### config.mk
export PLATFORM = sky130hd
export DESIGN_NAME = led_pattern_gen
export DESIGN_NICKNAME = d
export VERILOG_FILES = /design/src/rtl/led_pattern_gen.sv
export SDC_FILE = /design/constraint.sdc
export NUM_CORES = 1
export LEC_CHECK = 0
export BUFFER_PORTS_ARGS = -buffer_cell sky130_fd_sc_hd__buf_2
export CORE_ASPECT_RATIO = 1.5
export CORE_MARGIN = 4
export CORE_UTILIZATION = 50
export CTS_BUF_LIST = sky130_fd_sc_hd__clkbuf_4 sky130_fd_sc_hd__clkbuf_8 sky130_fd_sc_hd__clkbuf_16
export CTS_CLUSTER_DIAMETER = 40
export DETAILED_ROUTE_END_ITERATION = 10
export PLACE_DENSITY = 0.76
export SYNTH_ARGS = -nofsm -noshare
export SYNTH_HDL_FRONTEND = slang
export SYNTH_SLANG_ARGS = --single-unit
### constraint.sdc
create_clock -name clk -period 5.8 [get_ports clk]
set_input_delay 0.58 -clock clk [delete_from_list [all_inputs] [get_ports clk]]
set_output_delay 0.58 -clock clk [all_outputs]
set_load 0.05 [all_outputs]
### src/rtl/led_pattern_gen.sv
// Parametrised LED pattern engine: COUNT, ROTATE, SCAN and BREATHE patterns advanced by a prescaled step.
// Optional LED_PAUSE_EN adds a pause input that freezes the prescaler and pattern.
module led_pattern_gen #(
  parameter int               NUM_LEDS    = 8,
  parameter int               DIV_W       = 24,
  parameter logic [DIV_W-1:0] DEFAULT_DIV = 24'd4_999_999,
  parameter int               PWM_W       = 8
) (
  input  logic                clk,
  input  logic                rst,
`ifdef LED_PAUSE_EN
  input  logic                pause,
`endif
  input  logic [1:0]          mode,
  input  logic [DIV_W-1:0]    step_div,
  input  logic                mode_load,
  output logic [NUM_LEDS-1:0] leds,
  output logic                step
);

  localparam logic [1:0] MODE_COUNT   = 2'd0;
  localparam logic [1:0] MODE_ROTATE  = 2'd1;
  localparam logic [1:0] MODE_SCAN    = 2'd2;
  localparam logic [1:0] MODE_BREATHE = 2'd3;

  localparam logic DIR_UP   = 1'b0;
  localparam logic DIR_DOWN = 1'b1;

  localparam logic [NUM_LEDS-1:0] LED_ONE = NUM_LEDS'(1);
  localparam logic [PWM_W-1:0]    PWM_MAX = '1;

  logic [1:0]          mode_q, mode_d;
  logic [DIV_W-1:0]    div_q, div_d;
  logic [DIV_W-1:0]    cnt_q, cnt_d;
  logic [NUM_LEDS-1:0] leds_q, leds_d;
  logic                step_q, step_d;
  logic [PWM_W-1:0]    duty_q, duty_d;
  logic                dir_q, dir_d;
  logic [PWM_W-1:0]    pwm_cnt_q, pwm_cnt_d;
  logic                pause_w;
  logic                step_ev;

`ifdef LED_PAUSE_EN
  assign pause_w = pause;
`else
  assign pause_w = 1'b0;
`endif

  always_comb begin
    step_ev   = (cnt_q == div_q) && !pause_w;
    mode_d    = mode_q;
    div_d     = div_q;
    cnt_d     = cnt_q;
    step_d    = step_ev;
    duty_d    = duty_q;
    dir_d     = dir_q;
    leds_d    = leds_q;
    pwm_cnt_d = pwm_cnt_q + PWM_W'(1);

    if (!pause_w) begin
      cnt_d = step_ev ? '0 : cnt_q + DIV_W'(1);
    end

    if (step_ev) begin
      case (mode_q)
        MODE_COUNT:  leds_d = leds_q + LED_ONE;
        MODE_ROTATE: leds_d = {leds_q[NUM_LEDS-2:0], leds_q[NUM_LEDS-1]};
        MODE_SCAN: begin
          if (dir_q == DIR_UP) begin
            leds_d = leds_q << 1;
            if (leds_d[NUM_LEDS-1]) dir_d = DIR_DOWN;
          end else begin
            leds_d = leds_q >> 1;
            if (leds_d[0]) dir_d = DIR_UP;
          end
        end
        default: begin
          if (dir_q == DIR_UP) begin
            duty_d = duty_q + PWM_W'(1);
            if (duty_d == PWM_MAX) dir_d = DIR_DOWN;
          end else begin
            duty_d = duty_q - PWM_W'(1);
            if (duty_d == '0) dir_d = DIR_UP;
          end
        end
      endcase
    end

    // Breathe drives the bank from the PWM compare every clock, independent of steps.
    if (mode_q == MODE_BREATHE) begin
      leds_d = {NUM_LEDS{pwm_cnt_q < duty_q}};
    end

    if (mode_load) begin
      mode_d = mode;
      div_d  = step_div;
      cnt_d  = '0;
      step_d = 1'b0;
      duty_d = '0;
      dir_d  = DIR_UP;
      leds_d = (mode == MODE_ROTATE || mode == MODE_SCAN) ? LED_ONE : '0;
    end
  end

  always_ff @(posedge clk) begin
    if (rst) begin
      mode_q    <= MODE_COUNT;
      div_q     <= DEFAULT_DIV;
      cnt_q     <= '0;
      leds_q    <= '0;
      step_q    <= 1'b0;
      duty_q    <= '0;
      dir_q     <= DIR_UP;
      pwm_cnt_q <= '0;
    end else begin
      mode_q    <= mode_d;
      div_q     <= div_d;
      cnt_q     <= cnt_d;
      leds_q    <= leds_d;
      step_q    <= step_d;
      duty_q    <= duty_d;
      dir_q     <= dir_d;
      pwm_cnt_q <= pwm_cnt_d;
    end
  end

  assign leds = leds_q;
  assign step = step_q;

endmodule
After elaboration in Yosys (flattened, before gate mapping)
Cells that the tools add are included.

word-level totals
  register bits after elaboration = 76
  output and inout port bits = 9
  logic and storage cells = 49

cells by class
  add/sub/neg operators = 5
  order comparisons = 1
  equality and inequality tests = 7
  mux-type cells = 14
  bitwise logic cells = 2
  reductions and logical operators = 12

operators by type and width
  cell                                                                 number
  8-bit two-way mux                                                    5
  24-bit by 1-bit adder with 24-bit output (second input constant)     1
  8-bit by 1-bit adder with 8-bit output (second input constant)       3
  24-bit == test                                                       1
  8-bit case mux with 3 select lines                                   1
  8-bit == test (second input constant)                                1
  8-bit zero test                                                      1
  8-bit < comparator                                                   1
  8-bit by 1-bit subtractor with 8-bit output (second input constant)  1
  1-bit two-way mux                                                    7
  2-bit == test (second input constant)                                3
  2-bit AND reduction                                                  3
  3-bit OR reduction                                                   2
  5-bit nonzero test                                                   1
  2-bit by 1-bit == test with 1-bit output (second input constant)     2
  2-bit OR reduction                                                   2
  3-bit nonzero test                                                   1
  2-bit zero test                                                      1
  1-bit inverter                                                       2
  1-bit case mux with 2 select lines                                   1
  1-bit logical OR                                                     1

Depth between registers and ports, before layout
Gate-level depths: netlist of the first run.

  depth in word-level cells = 5
  mapped depth = 8
  gate-level depth less buffers = 7

Least setup slack after synthesis of the first run
No wires, ideal clock.

  kind = flip-flop to flip-flop
  from = register leds_q[2] (netlist: leds[2])
  to = register leds_q[7] (netlist: leds[7])
  data arrival time = 1873 ps
  slack = 3848 ps
  cell stages (with the launch flop) = 7
  cell sequence = dfxtp_1 > buf_2 > nand4_1 > or3_1 > a221oi_1 > o2111ai_1 > o211ai_1

between the ends
  longest elaborated chain between the ends = 5

RTL lines
  element                                 line  text
  from (decl)                             35    logic [NUM_LEDS-1:0] leds_q, leds_d;
  from (signal assigned)                  119   leds_q <= leds_d;
  8-bit by 1-bit adder with 8-bit output  66    MODE_COUNT: leds_d = leds_q + LED_ONE;
  8-bit case mux with 3 select lines      65    case (mode_q)
  8-bit two-way mux                       64    if (step_ev) begin
  8-bit two-way mux                       90    if (mode_q == MODE_BREATHE) begin
  8-bit two-way mux                       94    if (mode_load) begin

Every way passes these cells. The select of a mux whose other input is x is not followed.
A chain may end at the register's enable or synchronous reset.

Final worst setup path of the first run
  from = register cnt_q[10]
  to = register cnt_q[11]

between the ends
  longest elaborated chain between the ends = 2
  elaborated cells between the ends (all ways) = 3
  those cells by class = add/sub (1); eq/ne (1); reduce/logical (1)

RTL lines
  element                                                                           line  text
  from (decl)                                                                       34    logic [DIV_W-1:0] cnt_q, cnt_d;
  from (signal assigned)                                                            118   cnt_q <= cnt_d;
  branches (longest 2 deep; another with 24-bit by 1-bit adder with 24-bit output)  n/a

Parallel ways; which one is timed is not known.

==> impl_results.md, run 1 <==
* Final setup viols at 0
* Crit-path max FO at 24
* Crit path max-delay cell type: o21ai_2
* Syn avg cell area at 8.59 µm²
* Clock latency on the worst-skew pair at 340 ps
* Layout Skew at 7.39 ps
* Vias per cell at 5.75
* Die X at 83.5 µm
* Clock Path Buffers at 2
* Post-CTS Setup Bufs at 0
* Aggregate global routing overflow at 0
* First-pass GRT wire length at 15.8 mm
* IO Pins at 38
* Syn nets at 546
* Worst flop-to-flop path startpoint: cnt_q[10]$_SDFF_PP0_
* Synth area leader: dfxtp_1
* Vias at 3618
* Slowest stage delay, CP at 840 ps
* Largest net degree at the start of global routing at 47
* Full die area at 0.0101 mm²
* Final WS setup at 3330 ps
* Area Growth Syn to Fin at 11.7%
* Critical path's top delay family: simple AND/OR/NAND/NOR gates
* Root Driver: clkbuf_16
* Fmax at 405 MHz
* Max Cap Viol at 0
* Top FF cell, synth: dfxtp_1
* Leading cell types in the layout, fill and taps excluded: dfxtp_1, nor2_1, buf_2
* Layout cells sized above 1 at 11.3%
* Starting DRT DRC Count at 168
* Crit-path cells: xor2_1, nor4_1, nand2_1, o21ai_2, nor2_1
* Synth Instances at 498
* CTS tree: yes
* Routed WL per cell at 15.3 µm
* Clk sinks at 76
* DRC violations left at 0
* Clock-pin slew on the worst setup and hold paths at 60 ps
* ANT nets after route at 0
* Synthesized flop and latch total at 76
* Nets at 565
* Final Hold Viols at 0
* Synth area leaders: dfxtp_1, xor2_1, ha_1, nor2_1, mux2i_1
* Routed WL at 9.63 mm
* Crit path launch type: flip-flop
* Placer Congestion at 0.862
* CP Buf/Inv Count at 0
* CORE AREA at 0.00836 mm²
* Max Slew Vio Count at 0
* Initial antenna violation count at 0
* Unique masters post-synth at 50
* DR pass1 iterations at 5
* Commonest non-fill, non-tap cell in the layout: dfxtp_1
* Final TNS setup at 0 ps
* Initial Utilization at 51.1%
* Post-DP HPWL at 6.97 mm
* Register area share after synthesis at 35.6%
* Post-synth EDFFs at 0
* CTS H-tree depth at 3
* Worst Setup End Kind: flip-flop
* Leakage at 0.00188 µW
* # hold bufs at CTS at 0
* DP Worst Slack at 3140 ps
* Num CTS Buffers at 9
* YS warnings at 0
* Buffers added on ports at 37
* CP required at 5980 ps
* Fill cells at 756
* Peak supply drop at 0.159 mV
* Mapped cell area at 0.00428 mm²
* Worst Hold Launch: step_div[11]
* PD cells at 264 mW/mm²
* Post_cts resized at 0
* Critical path data arrival time at 2650 ps
* Async set-reset flop share out of synthesis at 0%
* Chip height at 121 µm
* Crit Path Category: flip-flop to flip-flop
* Vias in the first global route at 3457
* Least-Margin Pin Slew at 1250 ps
* Total global-route track usage at 19.2%
* Top-area cell type share of the netlist area at 35.6%
* Relative slew slack at 15.8%
* Final Cycle Share at 42.6%
* Hold Crit Class: primary input to flip-flop
* RSZ-0062 raised after global routing: false
* Setup crit start: cnt_q[10]$_SDFF_PP0_
* FP Rows at 41
* Status: complete, no violations
* Post-layout min period at 2470 ps
* Inserted Diodes at 0
## layout make-up
class | instances | area (µm²) | area share, %
flip-flops and latches | 76 | 1520 | 31.8
inverters | 20 | 75.1 | 1.57
clock buffers | 12 | 267 | 5.58
well taps | 107 | 134 | 2.80
repair buffers | 37 | 185 | 3.88
clock inverters | 4 | 70.1 | 1.47
multi-input cells | 373 | 2530 | 52.9
## Yosys cell counts (3+ instances only)
cell type	instances
o2111ai_1	8
clkbuf_1	15
inv_1	20
xnor2_1	21
o21ai_0	14
a311oi_1	3
mux2i_1	19
ha_1	19
o211ai_1	9
a21boi_0	3
a211o_1	13
nor3_1	10
or3_1	6
a211oi_1	3
nand4_1	11
nand3_1	21
nor2_1	63
xor2_1	35
a31oi_1	7
and2_1	3
nand2b_1	3
buf_2	6
nand2_1	29
dfxtp_1	76
a32oi_1	3
a41o_1	4
buf_6	4
nor2b_1	16
and3_1	9
a21oi_1	7
nor4_1	12
## sequential cells by signal (all words and copies together), names as in the netlist
signal,cells
cnt_q,24
dir_q,1
div_q,24
duty_q,8
leds,8
mode_q,2
pwm_cnt_q,8
step,1
## through the flow
step           utilization, %  power, µW  hold WS, ps  std cells  cell area, µm²
5_1_grt                  57.1       1310          465        629            4780
3_5_place_dp             53.1        655          459        613            4440
6_report                 57.1       1260          451        629            4780
4_1_cts                  57.1       1270          446        629            4780
2_1_floorplan               -        627          426        498            4280
3_3_place_gp             53.1        651          444        613            4440
## path summary, 6_finish.rpt
| path | end | slack, ps | depth (start not counted) |
|---|---|---|---|
| setup / recovery | cnt_q[11]$_SDFF_PP0_ | 3330 | 5 |
| hold / removal | div_q[11]$_SDFFE_PP1P_ | 450 | 2 |
| setup reg to reg | cnt_q[11]$_SDFF_PP0_ | 3330 | 5 |
| hold reg to reg | pwm_cnt_q[0]$_SDFF_PP0_ | 470 | 1 |
## power by group
group          leakage (µW)  total [µW]  internal [µW]  switching, µW
clock              0.000169         619            410            209
sequential         0.000620         551            537           13.7
combinational       0.00109        92.0           39.9           52.1
total               0.00188        1260            987            275
## kinds of logic after synthesis
family                   Yosys count  share of synthesized area (%)
AND/OR/NAND/NOR                  193                           22.6
AO/OA/AOI/OAI                     85                           14.7
flip-flops                        76                           35.6
XOR/XNOR                          56                           11.5
buffers and inverters             49                           5.35
multiplexers                      20                           4.71
adder cells (fa/ha/maj)           19                           5.56
## layer usage
layer	up-vias	part of all wire, %	GRT usage [%]
met5	-	0	0
met4	0	1.6	7.34
met3	13	4.2	3.53
met2	86	54	36.5
met1	1713	40	20.8
li1	1806	-	-
(Power assumes the default switching activity.)
==> run 2: changes to the inputs <==
- clock period: 5.8 -> 2.4 ns (I/O delays scaled with it)
==> run 2 against run 1 <==
Sequential share of layout area shrank 0.15 points. Combinational power grew to 2.5 times the previous value. Setup slack worse by 3000 ps. Largest power group is now registers. Register-to-register slack got worse by 3000 ps.
==> impl_results.md, run 2 (same netlist as run 1, synthesis figures left out) <==
* Crit path max-delay cell type: nor2_1 (was o21ai_2)
* First-pass GRT wire length at 16.7 mm (was 15.8 mm)
* Routed WL at 9.96 mm (was 9.63 mm)
* IO Pins at 38 (unchanged)
* Max Slew Vio Count at 0 (unchanged)
* Post-layout min period at 2100 ps (was 2470 ps)
* # placed instances at 624 (was 613)
* Peak supply drop at 0.394 mV (was 0.159 mV)
* Worst Setup End Kind: flip-flop (unchanged)
* Crit Path Category: flip-flop to flip-flop (unchanged)
* Fmax at 477 MHz (was 405 MHz)
* Leading cell types in the layout, fill and taps excluded: dfxtp_1, nor2_1, buf_2 (unchanged)
* Area Growth Syn to Fin at 12.3% (was 11.7%)
* Fill cells at 761 (was 756)
* Fin cells at 638 (was 629)
* Crit path launch type: flip-flop (unchanged)
* Nets at 576 (was 565)
* Slowest stage delay, CP at 480 ps (was 840 ps)
* Root Driver: clkbuf_16 (unchanged)
* Post-CTS Setup Bufs at 0 (unchanged)
* Buffers added on ports at 37 (unchanged)
* Inserted Diodes at 0 (unchanged)
* Hold Crit Class: primary input to flip-flop (unchanged)
* CTS tree: yes (unchanged)
* Max Cap Viol at 0 (unchanged)
* CTS H-tree depth at 3 (unchanged)
* Vias per cell at 5.80 (was 5.75)
* Final Hold Viols at 0 (unchanged)
* Final WS setup at 302 ps (was 3330 ps)
* Initial antenna violation count at 0 (unchanged)
* Area of the multi-input gates at 0.00253 mm² (unchanged)
* Leakage at 0.00190 µW (was 0.00188 µW)
* Aggregate global routing overflow at 0 (unchanged)
* Clock Path Buffers at 2 (unchanged)
* Final Cycle Share at 87.4% (was 42.6%)
* Final TNS setup at 0 ps (unchanged)
* PD cells at 588 mW/mm² (was 264 mW/mm²)
* Full die area at 0.0101 mm² (unchanged)
* ANT nets after route at 0 (unchanged)
* Post_cts resized at 0 (unchanged)
* Routed WL per cell at 15.6 µm (was 15.3 µm)
* # hold bufs at CTS at 0 (unchanged)
* FP Rows at 41 (unchanged)
* Crit-path cells: xor2_1, nor4_1, nand4_1, nor2_1, o211ai_1 (was xor2_1, nor4_1, nand2_1, o21ai_2, nor2_1)
* CORE AREA at 0.00836 mm² (unchanged)
* Largest registers: cnt_q: 24 flops, div_q: 24 flops (unchanged)
* Placer Congestion at 0.939 (was 0.862)
* Clock-pin slew on the worst setup and hold paths at 60 ps (about the same)
* Least-Margin Pin Slew at 549 ps (was 1250 ps)
* DRC violations left at 0 (unchanged)
* Layout cells sized above 1 at 12.8% (was 11.3%)
* DR pass1 iterations at 5 (unchanged)
* Die X at 83.5 µm (unchanged)
* DP Worst Slack at 333 ps (was 3140 ps)
* Min Hold Slack at 113 ps (was 451 ps)
* Total global-route track usage at 20.4% (was 19.2%)
* Vias at 3699 (was 3618)
* Num CTS Buffers at 9 (unchanged)
* Chip height at 121 µm (unchanged)
* Initial Utilization at 51.1% (unchanged)
* Final setup viols at 0 (unchanged)
* Crit-path max FO at 7 (was 24)
* Critical path data arrival time at 2290 ps (was 2650 ps)
* Relative slew slack at 63.3% (was 15.8%)
* Post-DP HPWL at 7.48 mm (was 6.97 mm)
* Clock latency on the worst-skew pair at 330 ps (was 340 ps)
* Total Power at 2820 µW (was 1260 µW)
* Register area at 0.00152 mm² (unchanged)
* Largest net degree at the start of global routing at 25 (was 47)
* Layout Skew at 6.42 ps (was 7.39 ps)
* CP required at 2600 ps (was 5980 ps)
* Starting DRT DRC Count at 179 (was 168)
* RSZ-0062 raised after global routing: false (unchanged)
* Clk sinks at 76 (unchanged)
* Vias in the first global route at 3655 (was 3457)
* Commonest non-fill, non-tap cell in the layout: dfxtp_1 (unchanged)
* Status: complete, no violations (unchanged)
run 2: changes by cell type in the layout (fill, tap and decap cells not counted):
cell       previous run  this run
buf_4                 0        11
bufinv_16             2         0
run 2: worst paths after layout:
kind                                           start                endpoint  slack, ps  depth (start not counted)
worst max-delay path            cnt_q[12]$_SDFF_PP0_    leds[5]$_SDFFE_PP0P_        300                          5
worst min-delay path                    step_div[11]  div_q[11]$_SDFFE_PP1P_        110                          2
worst max register to register  cnt_q[12]$_SDFF_PP0_    leds[5]$_SDFFE_PP0P_        300                          5
worst min register to register   cnt_q[0]$_SDFF_PP0_     cnt_q[0]$_SDFF_PP0_        470                          1
run 2: area by class of cell:
| class | count | share of cell area (%) |
|---|---|---|
| clock buffers | 12 | 5.55 |
| clock inverters | 2 | 0.208 |
| inverters | 20 | 1.56 |
| multi-input cells | 373 | 52.6 |
| flip-flops and latches | 76 | 31.7 |
| well taps | 107 | 2.79 |
| repair buffers | 48 | 5.58 |
run 2: critical path: cells and delay by family (launching register included):
| kind | cells | cell delay (ps) |
|---|---|---|
| AND/OR/NAND/NOR | 3 | 1240 |
| flip-flops | 1 | 420 |
| AO/OA/AOI/OAI | 1 | 170 |
| XOR/XNOR | 1 | 130 |
run 2: power breakdown:
| part | total, µW | switching, µW | internal [µW] |
|---|---|---|---|
| sequential | 1330 | 32.0 | 1300 |
| clock | 1260 | 488 | 769 |
| combinational | 234 | 129 | 105 |
| total | 2820 | 650 | 2170 |
run 2: per-stage QoR:
| step | instance area [µm²] | utilization (%) |
|---|---|---|
| detailed placement | 4520 | 54.1 |
| CTS | 4800 | 57.4 |
| finish | 4800 | 57.4 |
| global placement | 4520 | 54.1 |
| floorplan | 4280 | - |
| global route | 4800 | 57.4 |
run 2: per-layer routing:
metal / vias up / global-route usage [%] / part of all wire, %
li1: 1826 / - / -
met3: 36 / 4.28 / 4.5
met4: 0 / 12.8 / 4.5
met1: 1740 / 21.8 / 38
met2: 97 / 36.4 / 53
met5: - / 0 / 0
